==> config.mk <==
export PLATFORM = sky130hd
export DESIGN_NAME = branch_resolve_unit
export DESIGN_NICKNAME = d
export VERILOG_FILES = /design/src/rtl/branch_resolve_unit_pkg.sv /design/src/rtl/branch_resolve_unit_cond.sv /design/src/rtl/branch_resolve_unit.sv
export SDC_FILE = /design/constraint.sdc
export NUM_CORES = 1
export LEC_CHECK = 0
export ABC_AREA = 1
export CORE_MARGIN = 1.5
export CORE_UTILIZATION = 42
export CTS_CLUSTER_DIAMETER = 40
export CTS_CLUSTER_SIZE = 16
export DETAILED_ROUTE_END_ITERATION = 7
export GPL_TIMING_DRIVEN = 0
export PLACE_DENSITY = 0.67
export SLEW_MARGIN = 5
export SYNTH_ARGS = -nofsm -noshare
export SYNTH_HDL_FRONTEND = slang
export SYNTH_SLANG_ARGS = --single-unit
export TNS_END_PERCENT = 30
==> constraint.sdc <==
create_clock -name clk -period 4.5 [get_ports clk]
set_input_delay 0.9 -clock clk [delete_from_list [all_inputs] [get_ports clk]]
set_output_delay 0.9 -clock clk [all_outputs]
set_load 0.01 [all_outputs]
==> src/rtl/branch_resolve_unit_pkg.sv <==
// Shared definitions for the branch resolve unit.
//  - funct3 encodings of the conditional branches
//  - FSM state enum (RUN / FLUSH / HALT)
//  - default reset PC
package branch_resolve_unit_pkg;

  localparam logic [2:0] F3_BEQ  = 3'b000;
  localparam logic [2:0] F3_BNE  = 3'b001;
  localparam logic [2:0] F3_BLT  = 3'b100;
  localparam logic [2:0] F3_BGE  = 3'b101;
  localparam logic [2:0] F3_BLTU = 3'b110;
  localparam logic [2:0] F3_BGEU = 3'b111;

  typedef enum logic [1:0] {
    RUN   = 2'd0,
    FLUSH = 2'd1,
    HALT  = 2'd2
  } state_e;

  localparam logic [63:0] RESET_PC_DEFAULT = 64'h0;

endpackage

==> src/rtl/branch_resolve_unit_cond.sv <==
// branch_cond_decode: selects the ALU flag named by funct3.
//  funct3            in  branch condition code
//  equal..unsigned_* in  ALU comparison flags
//  cond              out condition true (0 for the reserved codes)
//  illegal           out funct3 is 010/011 (no such branch)
module branch_cond_decode
  import branch_resolve_unit_pkg::*;
(
  input  logic [2:0] funct3,
  input  logic       equal,
  input  logic       not_equal,
  input  logic       lesser_than,
  input  logic       greater_or_equal,
  input  logic       unsigned_lesser,
  input  logic       unsigned_greater_equal,
  output logic       cond,
  output logic       illegal
);

  always_comb begin
    cond    = 1'b0;
    illegal = 1'b0;
    case (funct3)
      F3_BEQ:  cond = equal;
      F3_BNE:  cond = not_equal;
      F3_BLT:  cond = lesser_than;
      F3_BGE:  cond = greater_or_equal;
      F3_BLTU: cond = unsigned_lesser;
      F3_BGEU: cond = unsigned_greater_equal;
      default: illegal = 1'b1;
    endcase
  end

endmodule

==> src/rtl/branch_resolve_unit.sv <==
// branch_resolve_unit: resolves branches/jumps from the ALU flags, owns the
// fetch PC and squashes younger instructions for FLUSH_CYCLES after a redirect.
// Ports:
//  clk, reset (async, active high), stall
//  op_valid, is_branch, is_jal, is_jalr, funct3, op_pc, imm, rs1, six ALU flags
//  pc (registered fetch PC), link_addr (op_pc+4), taken (combinational)
//  flush, misaligned_exc, illegal_branch (registered)
//  branch_count, taken_count (saturating statistics)
module branch_resolve_unit
  import branch_resolve_unit_pkg::*;
#(
  parameter int              XLEN         = 64,
  parameter logic [XLEN-1:0] RESET_PC     = XLEN'(RESET_PC_DEFAULT),
  parameter int              FLUSH_CYCLES = 2,
  parameter int              CNT_W        = 32
) (
  input  logic             clk,
  input  logic             reset,
  input  logic             stall,
  input  logic             op_valid,
  input  logic             is_branch,
  input  logic             is_jal,
  input  logic             is_jalr,
  input  logic [2:0]       funct3,
  input  logic [XLEN-1:0]  op_pc,
  input  logic [XLEN-1:0]  imm,
  input  logic [XLEN-1:0]  rs1,
  input  logic             equal,
  input  logic             not_equal,
  input  logic             lesser_than,
  input  logic             greater_or_equal,
  input  logic             unsigned_lesser,
  input  logic             unsigned_greater_equal,
  output logic [XLEN-1:0]  pc,
  output logic [XLEN-1:0]  link_addr,
  output logic             taken,
  output logic             flush,
  output logic             misaligned_exc,
  output logic             illegal_branch,
  output logic [CNT_W-1:0] branch_count,
  output logic [CNT_W-1:0] taken_count
);

  localparam logic [XLEN-1:0] PC_STEP  = XLEN'(4);
  localparam logic [2:0]      CNT_INIT = 3'(FLUSH_CYCLES - 1);
  localparam logic [CNT_W-1:0] CNT_MAX = '1;

  state_e          state;
  logic [2:0]      cnt;
  logic            cond, illegal;
  logic [XLEN-1:0] target;

  branch_cond_decode u_dec (
    .funct3                 (funct3),
    .equal                  (equal),
    .not_equal              (not_equal),
    .lesser_than            (lesser_than),
    .greater_or_equal       (greater_or_equal),
    .unsigned_lesser        (unsigned_lesser),
    .unsigned_greater_equal (unsigned_greater_equal),
    .cond                   (cond),
    .illegal                (illegal)
  );

  assign link_addr = op_pc + PC_STEP;
  // jalr clears bit 0 only; bit 1 survives and is caught as misaligned.
  assign target = is_jalr ? ((rs1 + imm) & ~XLEN'(1)) : (op_pc + imm);
  assign taken  = op_valid & (state == RUN) & (is_jal | is_jalr | (is_branch & cond));

  always_ff @(posedge clk or posedge reset) begin
    if (reset) begin
      state          <= RUN;
      cnt            <= '0;
      pc             <= RESET_PC;
      flush          <= 1'b0;
      misaligned_exc <= 1'b0;
      illegal_branch <= 1'b0;
      branch_count   <= '0;
      taken_count    <= '0;
    end else begin
      // Pulses last exactly one cycle; stalled cycles never raise them.
      misaligned_exc <= 1'b0;
      illegal_branch <= 1'b0;
      case (state)
        RUN: if (!stall) begin
          if (taken && !target[1]) begin
            pc    <= target;
            flush <= 1'b1;
            cnt   <= CNT_INIT;
            state <= FLUSH;
          end else if (taken) begin
            misaligned_exc <= 1'b1;
            state          <= HALT;
          end else begin
            pc <= pc + PC_STEP;
          end
          if (op_valid && is_branch) begin
            illegal_branch <= illegal;
            if (branch_count != CNT_MAX) branch_count <= branch_count + 1'b1;
            if (cond && taken_count != CNT_MAX) taken_count <= taken_count + 1'b1;
          end
        end
        FLUSH: if (!stall) begin
          // Fetch keeps streaming from the new target while the squash runs.
          pc <= pc + PC_STEP;
          if (cnt == 3'd0) begin
            flush <= 1'b0;
            state <= RUN;
          end else begin
            cnt <= cnt - 3'd1;
          end
        end
        default: ;  // HALT: frozen until reset
      endcase
    end
  end

endmodule
==> impl.org, run 1 <==
** Synthesis
- Syn Nets :: 4,618
- Among all cell types in the netlist, the one instantiated most often is sky130_fd_sc_hd__nand2_1.
- Multiplexer cells account for less than 1% of the synthesized area.
- The synthesized design contains 0 enable-type register cells.
- Portion of synthesized cell area occupied by the leading cell type :: between 20% and 30%
- After Yosys synthesis, full adders, half adders and majority gates account for 7.40% of the synthesized area.
- Of the total synthesized cell area, the portion taken by XOR and XNOR cells is 6.14%.
- After synthesis the netlist holds a flip-flop and latch count of 136.
- The synthesized netlist devotes 49.4% of its cell area to simple gates.
- Summing the sequential cell areas from Yosys gives between 10% and 20% of the chip area.
- Summing the areas of all compound-gate instances in the mapped netlist gives 6.92% of the synthesized area.
- Counting distinct cell types in the post-synthesis netlist gives 50.
- Most area-consuming cells after synthesis :: sky130_fd_sc_hd__nand2_1 (27%), sky130_fd_sc_hd__dfrtp_1 (15%), sky130_fd_sc_hd__inv_1 (14%)
- Average cell area after synthesis :: 5.30 um2
- List of most frequent post-synthesis cells :: sky130_fd_sc_hd__nand2_1 (1,657), sky130_fd_sc_hd__inv_1 (841), sky130_fd_sc_hd__nor2_1 (407), sky130_fd_sc_hd__nand3_1 (277), sky130_fd_sc_hd__a21oi_1 (159)
- Post-Synthesis Cells :: about 4,300
- For this run, asynchronously set or reset flops after synthesis account for 100%.
- In this run the cell area of the synthesized design comes to 22,700 um2.
- The largest total area in the synthesized netlist belongs to sky130_fd_sc_hd__nand2_1.
- For this run, the leading register cell type out of synthesis is sky130_fd_sc_hd__dfrtp_1.
- Synth warnings :: 0
- Combinational family with the most area after synthesis :: simple AND/OR/NAND/NOR gates

** Global routing
- Global routing used approximately 36% of the available tracks.
- Number of antenna violations at the first check in global routing :: 2
- Largest net degree at the start of global routing :: 36
- The first global-routing pass estimated 153 mm of wire.
- The number of global-route vias before repair is between 20,000 and 30,000.
- For this run the aggregate overflow at the end of global routing stands at 0.

** Drt
- After detailed routing, the average wire length per cell comes to 19.2 um.
- Routed via count divided by cell count :: around 5.2
- Post-detailed-routing wire length :: between 100 and 150 mm
- Total via count in the routed design :: 28,284
- Sum of met3 wire segment lengths after detailed routing :: approximately 10 mm
- The detailed router finished its first iteration with 2,778 violations.
- DR pass1 iterations :: 8
- After detailed routing, the wire length on met1 is 48.1 mm.
- Met2 Wirelength :: 43.3 mm
- DRC violations left :: 0
- Top routing layer used :: met5
- The detail route stage leaves a number of antenna-violating nets equal to 0.

** STA
- Total count of max-transition violations in the final report :: 0
- Of the available clock period, the critical path in the final layout requires 102%.
- Peak clock frequency supported by timing :: roughly 220 MHz
- The hold violation count in the final report is 0.
- Clock period minus final worst setup slack :: 4.60 ns
- Slew at the pin closest to its max-slew limit :: 1.01 ns
- In the post-route analysis, the smallest setup slack over all paths is -0.0960 ns.
- Max-Slew Margin vs Limit :: between 30% and 40%
- For the final database, setup skew stands at 0.0115 ns.
- Unrepaired setup endpoints after global routing :: true
- Endpoints failing setup :: 3

** Power and ir drop
- Internal power :: a little over 4 mW
- Combinational logic burns 52.5% of the power.
- Post-route total power :: 7.62 mW
- Summed over all cells, the static leakage comes to 15.6 nW.
- Clk network pwr share :: 20.3%
- NetSw :: between 3 and 4 mW
- Fraction of power consumed by sequential logic :: 27.2%
- IR analysis of the VDD net gives a maximum drop of 378 uV.
- Net switching is 46.3% of the power.
- Total power density per cell area :: 267 nW/um2

** Clocking
- Maximum number of buffers from clock root to sink :: 2
- After clock tree synthesis, the clock-pin slew on the worst setup and hold paths is 0.06 ns.
- The number of clock buffers added by TritonCTS is 17.
- Count of hold-fix buffers inserted at cts :: 0
- The root buffer cell chosen for the clock tree is sky130_fd_sc_hd__clkbuf_16.
- TritonCTS clock tree :: built
- # clock sinks :: between 100 and 150
- CTS H-tree depth :: 4
- Clock latency on the worst-skew pair, taken at its later pin, is 0.44 ns.

** Layout
- The area growth from synthesis to layout is 25.8%.
- Number of antenna cells inserted :: 0
- With fillers left out, the area of the finished cells amounts to ~29,000 um2.
- Cells with a size suffix above 1 make up 3.05% of the layout.
- Final net count :: just over 5,000

** Floorplanning
- In this run the horizontal extent of the chip is 235 um.
- The core region is 53,000 um2.
- Initial core utilization :: 42.8%
- The die covers 55,400 um2.
- After floorplanning, the core was divided into 84 placement rows.
- The floorplan step set the die height to ~240 um.
- For this design the top-level I/O count stands at approximately 400.

** Place
- Input and output buffers added on the ports amount to approximately 400.
- Post-detailed-placement cell area :: roughly 28,000 um2
- Final GP Congestion :: 1.01
- Post-detail-place hpwl :: 90.1 mm

** Hold path
- For hold timing, the worst endpoint is pc[1].
- Hold Crit Depth :: 2
- Hold/Removal Path Class :: reg2reg
- Source of the worst hold timing path :: pc[1]

** Job
- The tool flagged a number of max-cap violations equal to 0.

** Worst setup path
- The worst register-to-register path has a depth of 11.
- STA classifies the critical path startpoint as an input pin.
- Data on the critical path is required at its endpoint by around 3.6 ns.
- Register-to-register path setup slack :: between 1.5 and 2 ns
- Of all nets on the critical path, the largest fanout is 4.
- Category of the most critical setup path :: in2out
- In this run the critical register-to-register path is captured at pc[61].
- The worst setup path is captured at an output pin.
- Data arrives at the worst endpoint at 3.70 ns.
- Critical register-to-register path startpoint :: pc[54]

** Status
- Outcome :: finished with violations
- The final reports fail on negative setup slack.
[area by class of cell]
| type | count | area [um2] |
|---|---|---|
| Tap cell | 688 | 861 |
| Clock buffer | 21 | 460 |
| Buffer | 46 | 228 |
| Sequential cell | 136 | 3400 |
| Fill cell | 5813 | 24400 |
| Clock inverter | 11 | 168 |
| Multi-Input combinational cell | 3252 | 16000 |
| Inverter | 843 | 3170 |
| Timing Repair Buffer | 419 | 4220 |
[kinds of logic (layout without fill, tap and decap cells)]
family	count (synthesis)	count (layout)
AOI/OAI and AO/OA	297	297
xor gates and xnor gates	159	159
adders and majority gates	133	133
buffers and inverters	889	1340
DFF	136	136
muxes	4	4
and+or+nand+nor	2659	2659
[worst max-delay path: stages]
cell	delay (ns)
sky130_fd_sc_hd__clkdlybuf4s50_1	0.55
sky130_fd_sc_hd__inv_1	0.11
sky130_fd_sc_hd__nor3_4	0.29
sky130_fd_sc_hd__nand2_2	0.17
sky130_fd_sc_hd__nor3_4	0.35
sky130_fd_sc_hd__nand4_1	0.33
sky130_fd_sc_hd__nor4_2	0.26
sky130_fd_sc_hd__xor2_1	0.17
sky130_fd_sc_hd__clkdlybuf4s50_1	0.55
[how the worst max path moves through the flow]
stage                               end  slack (ns)  cells after the start      from
after global routing      link_addr[57]       -0.18                     13  op_pc[7]
after CTS                 link_addr[57]       -0.12                     12  op_pc[2]
final                     link_addr[62]        -0.1                      9  op_pc[7]
after floorplan           link_addr[60]        1.16                     11  op_pc[2]
after global placement    link_addr[60]       -0.59                     13  op_pc[2]
after detailed placement  link_addr[60]       -0.63                     13  op_pc[2]
[state kept, by name, summed over array words and instances, names as in the netlist]
signal,cells
illegal_branch,1
cnt,3
state,2
pc,64
misaligned_exc,1
taken_count,32
branch_count,32
flush,1
[layer usage]
metal,GRT usage (%),up-vias
li1,-,14104
met2,54.9,1348
met4,10.4,2
met5,0,-
met1,52.9,12692
met3,6.21,138
[power by group through the flow]
stage	Clock (mW)	Sequential (mW)	Combinational (mW)
after global routing	1.60	2.11	4.37
after detailed placement	0	2.07	3.93
after floorplan	0	2.03	2.05
after CTS	1.55	2.05	3.95
final	1.54	2.07	4.00
after global placement	0	2.07	3.90
[placed cells by master, fill, tap and decap left out, types with 18 or more instances in the layout]
master / netlist / routed
sky130_fd_sc_hd__nor3_1: 112 / 109
sky130_fd_sc_hd__nand2_1: 1657 / 1654
sky130_fd_sc_hd__xnor2_1: 40 / 40
sky130_fd_sc_hd__dfrtp_1: 136 / 136
sky130_fd_sc_hd__inv_1: 841 / 840
sky130_fd_sc_hd__nand3_1: 277 / 276
sky130_fd_sc_hd__o21ai_0: 91 / 91
sky130_fd_sc_hd__nand4_1: 88 / 88
sky130_fd_sc_hd__clkbuf_1: 16 / 18
sky130_fd_sc_hd__clkdlybuf4s50_1: 0 / 383
sky130_fd_sc_hd__a21oi_1: 159 / 159
sky130_fd_sc_hd__nand3b_1: 28 / 28
sky130_fd_sc_hd__nor2_1: 407 / 403
sky130_fd_sc_hd__nor4_1: 22 / 19
sky130_fd_sc_hd__ha_1: 131 / 131
sky130_fd_sc_hd__xor2_1: 119 / 119
[metrics by stage]
stage	TNS [ns]	setup slack, ns	hold slack (ns)	cells	util, %
CTS	-0.120	-0.120	0.468	5411	53.6
detailed placement	-8.50	-0.628	0.451	5371	52.2
floorplan	0	1.16	0.452	4277	-
finish	-0.256	-0.0960	0.465	5416	53.8
global placement	-8.51	-0.594	0.449	5367	52.0
global route	-0.296	-0.176	0.488	5416	53.8
[what timing repair did]
item	CTS	global route
gates resized for setup	23	24
setup buffers	8	5
endpoints found under the setup margin	30	22
gates cloned	0	0
pin swaps	5	4
No activity file was read; power rests on OpenSTA's default activity.
==> run 2, diff against run 1 <==
--- a/config.mk
+++ b/config.mk
@@ -12,7 +12,8 @@
 export CTS_CLUSTER_SIZE = 16
 export DETAILED_ROUTE_END_ITERATION = 7
 export GPL_TIMING_DRIVEN = 0
-export PLACE_DENSITY = 0.67
+export PLACE_DENSITY = 0.69
+export SETUP_SLACK_MARGIN = 0.3
 export SLEW_MARGIN = 5
 export SYNTH_ARGS = -nofsm -noshare
 export SYNTH_HDL_FRONTEND = slang
==> run 2 against run 1 <==
Net effect:
- the run now ends clean
- non-clock buffer count grew 4
- critical endpoint unchanged
- cell count is essentially flat
- maximum frequency grew 6.4%
- largest cell class unchanged
- cell area grew 0.37%
- largest power group unchanged
- via count grew 1.0%
- clock-buffer cell count grew 1
- flip-flop and latch count is the same
- core utilization grew 0.20 points
- register-to-register slack gained 0.02 ns
- first-iteration DRC count grew 15%
- clock power is essentially flat
- sequential power is essentially flat
==> impl.org, run 2 (synthesized netlist as in run 1, its figures left out) <==
** Layout
- Number of cells in the finished layout apart from fillers :: 5,420
- Final net count :: 5,060
- Number of flip-flops in the largest register :: 64
- Largest registers ranked by flip-flop count :: pc: 64 flops, branch_count: 32 flops, taken_count: 32 flops
- Most frequent standard cell in the layout excluding fill and tap cells :: sky130_fd_sc_hd__nand2_1
- Cells with a size suffix above 1 make up 3.63% of the layout.
- pc holds more flip-flops than any other register.
- Leaving out fill and tap cells, the most frequent cells in the layout are sky130_fd_sc_hd__nand2_1 (1,650), sky130_fd_sc_hd__inv_1 (840), sky130_fd_sc_hd__nor2_1 (396), sky130_fd_sc_hd__clkdlybuf4s50_1 (363), sky130_fd_sc_hd__nand3_1 (275).
- Synth-to-Final Area Change :: 26.2%
- The number of antenna diodes in the final layout is 0.

** STA
- Endpoints failing setup :: 0
- Slew at the pin closest to its max-slew limit :: 1.04 ns
- After layout, the worst setup slack is 0.181 ns.
- Final period utilization :: roughly 96%
- Peak clock frequency supported by timing :: 232 MHz
- Clock period minus final worst setup slack :: 4.32 ns
- The hold violation count in the final report is 0.
- For the final routed database, the setup TNS stands at 0 ns.
- Clk_skew :: ~0.0095 ns
- Total count of max-transition violations in the final report :: 0
- Max-Slew Margin vs Limit :: 30.7%
- Unrepaired setup endpoints after global routing :: true

** Clocking
- CTS placed an instance of sky130_fd_sc_hd__clkbuf_16 at the clock tree root.
- CTS H-tree depth :: 4
- Clock-pin slew reported for the worst setup and hold paths after clock tree synthesis :: 0.06 ns
- Worst skew pair latency :: 0.43 ns
- Count of hold-fix buffers inserted at cts :: 0
- Counting every sink on the clock net gives about 140.
- The longest clock path from root to sink contains 2 buffers.
- Number of buffers created by CTS :: 17
- TritonCTS built the clock tree.

** Place
- Port Buffers :: ~400
- Final GP Congestion :: 1.01
- The number of placed instances, taps included, is 5,370.
- Post-detail-place hpwl :: 88.4 mm
- DP Worst Slack :: -0.512 ns

** Floorplanning
- In this run the core area contains 84 standard-cell rows.
- Die height :: 235 um
- Die Outline Area :: between 50,000 and 60,000 um2
- Area of the core region :: 53,000 um2
- Die Wd :: roughly 240 um
- For this design the top-level I/O count stands at 404.
- Initial core utilization :: 42.8%

** Drt
- Number of nets with antenna violations after routing :: 0
- DR pass1 iterations :: 6
- DRC violations left :: 0
- Routed wire length per instance :: 19.0 um
- After detailed routing, the number of vias per cell comes to 5.27.
- Post-detailed-routing wire length :: 103 mm
- The detailed router finished its first iteration with 3,208 violations.
- The routed layout has 28,571 vias.

** Job
- Max-cap violations in this run came to 0.

** Power and ir drop
- Internal power :: 4.11 mW
- The share of total power dissipated in combinational logic is around 53%.
- Switching part of the total :: 46.1%
- Fraction of power consumed by sequential logic :: 27.0%
- Post-route total power :: 7.64 mW
- The analysis attributes to net switching a power of 3.53 mW.
- Static Leak :: 15.7 nW
- Per report_power, the clock group accounts for 20.5% of the total.
- The worst-case IR drop observed on VDD is 379 uV.
- Total power density per cell area :: 267 nW/um2

** Worst setup path
- Counting both buffers and inverters, the worst setup path holds a total of 4.
- Critical register-to-register path startpoint :: pc[2]
- On the critical path, the stage with the largest delay is an instance of sky130_fd_sc_hd__clkdlybuf4s50_1.
- In this run the worst path has a maximum fanout of 3.
- Kind of end point of the critical path :: output pin
- The number of cells on the worst reg-to-reg path is 11.
- CP top delay family :: buffers and inverters
- For the worst setup path, the data arrival time is ~3.4 ns.
- Setup crit start kind :: input pin
- Critical path startpoint :: op_pc[26]
- Ordered cell list for the critical path :: clkdlybuf4s50_1 > inv_1 > nor3_4 > nand2_1 > inv_1 > nand4_1 > nor4_2 > xor2_1 > clkdlybuf4s50_1
- The worst register-to-register path ends at pc[56].
- Setup slack on the worst reg-to-reg path comes out at 1.69 ns.
- Category of the most critical setup path :: in2out
- Largest incremental delay on the critical path :: 0.58 ns
- Crit path required time :: 3.60 ns

** Global routing
- The number of global-route vias before repair was 25,587.
- Tot GR Track Use :: 36.2%
- The number of antenna violations at the first check in global routing is 0.
- Entering global routing, the biggest net connects 38 pins.
- Overall overflow remaining after global route :: 0
- First-pass GRT wire length :: about 150 mm

** Hold path
- Terminating pin of the worst hold path :: pc[1]
- Hold Crit Depth :: 2
- Source of the worst hold timing path :: pc[1]
- The tightest min-delay check is of the reg2reg type.

** Status
- The flow ran to the end, and the final reports show no timing, DRC or antenna violations.
-- run 2: cell types whose count changed in the layout (fill, tap and decap cells not counted), moves of 3 or more --
cell	delta
sky130_fd_sc_hd__clkbuf_2	+3
sky130_fd_sc_hd__nor2_2	+5
sky130_fd_sc_hd__nor3_1	-5
sky130_fd_sc_hd__nand2_2	+6
sky130_fd_sc_hd__nor2_1	-7
sky130_fd_sc_hd__clkdlybuf4s50_1	-20
sky130_fd_sc_hd__nand2_1	-4
sky130_fd_sc_hd__buf_4	+5
sky130_fd_sc_hd__dlymetal6s2s_1	+3
sky130_fd_sc_hd__dlygate4sd2_1	+11
sky130_fd_sc_hd__nor3_2	+3
-- run 2: repair_timing --
item | 4_1_cts | 5_1_grt
gates resized for setup | 53 | 46
hold endpoints to repair | 0 | 0
pin swaps | 12 | 9
setup endpoints to repair | 43 | 27
buffers inserted | 15 | 3
cloned | 0 | 0
-- run 2: cell type report --
class,count,area (um2)
buffer,46,228
clock buffer,22,484
clock inverter,10,165
fill,5816,24300
inverter,843,3170
multi-input combinational,3252,16100
sequential,136,3400
tap,688,861
timing repair buffer,423,4220
-- run 2: through the flow --
step / cell area (um2) / hold slack (ns) / utilization [%]
after floorplan: 22700 / 0.452 / -
after detailed placement: 27600 / 0.455 / 52.1
after CTS: 28500 / 0.470 / 53.8
after global placement: 27600 / 0.450 / 52.0
after global routing: 28600 / 0.515 / 54.0
final: 28600 / 0.463 / 54.0
-- run 2: power groups by stage --
| stage | Combinational (mW) | Clock, mW | Sequential [mW] |
|---|---|---|---|
| 2_1_floorplan | 2.05 | 0 | 2.03 |
| 6_report | 4.01 | 1.57 | 2.06 |
| 3_3_place_gp | 3.89 | 0 | 2.06 |
| 3_5_place_dp | 3.93 | 0 | 2.06 |
| 5_1_grt | 4.37 | 1.63 | 2.10 |
| 4_1_cts | 3.95 | 1.57 | 2.04 |
-- run 2: how the worst max path moves through the flow --
stage	to	slack, ns	cells after the start
after floorplan	link_addr[60]	1.16	11
after global placement	link_addr[62]	-0.47	9
after detailed placement	link_addr[62]	-0.51	9
after CTS	link_addr[62]	0.05	9
after global routing	link_addr[62]	0.09	9
final	link_addr[62]	0.18	9
-- run 2: worst min-delay path, stage by stage (launching register included) --
cell and delay (ns):
sky130_fd_sc_hd__dfrtp_1 0.34, sky130_fd_sc_hd__nand2_1 0.05, sky130_fd_sc_hd__inv_1 0.04
-- run 2: metal layers --
layer | wire length (um) | GRT usage (%) | part of all wire [%]
met5 | 0 | 0 | 0
met4 | 2960 | 9.48 | 2.9
met3 | 10500 | 6.66 | 10
met2 | 43500 | 55.6 | 42
met1 | 46100 | 51.8 | 45
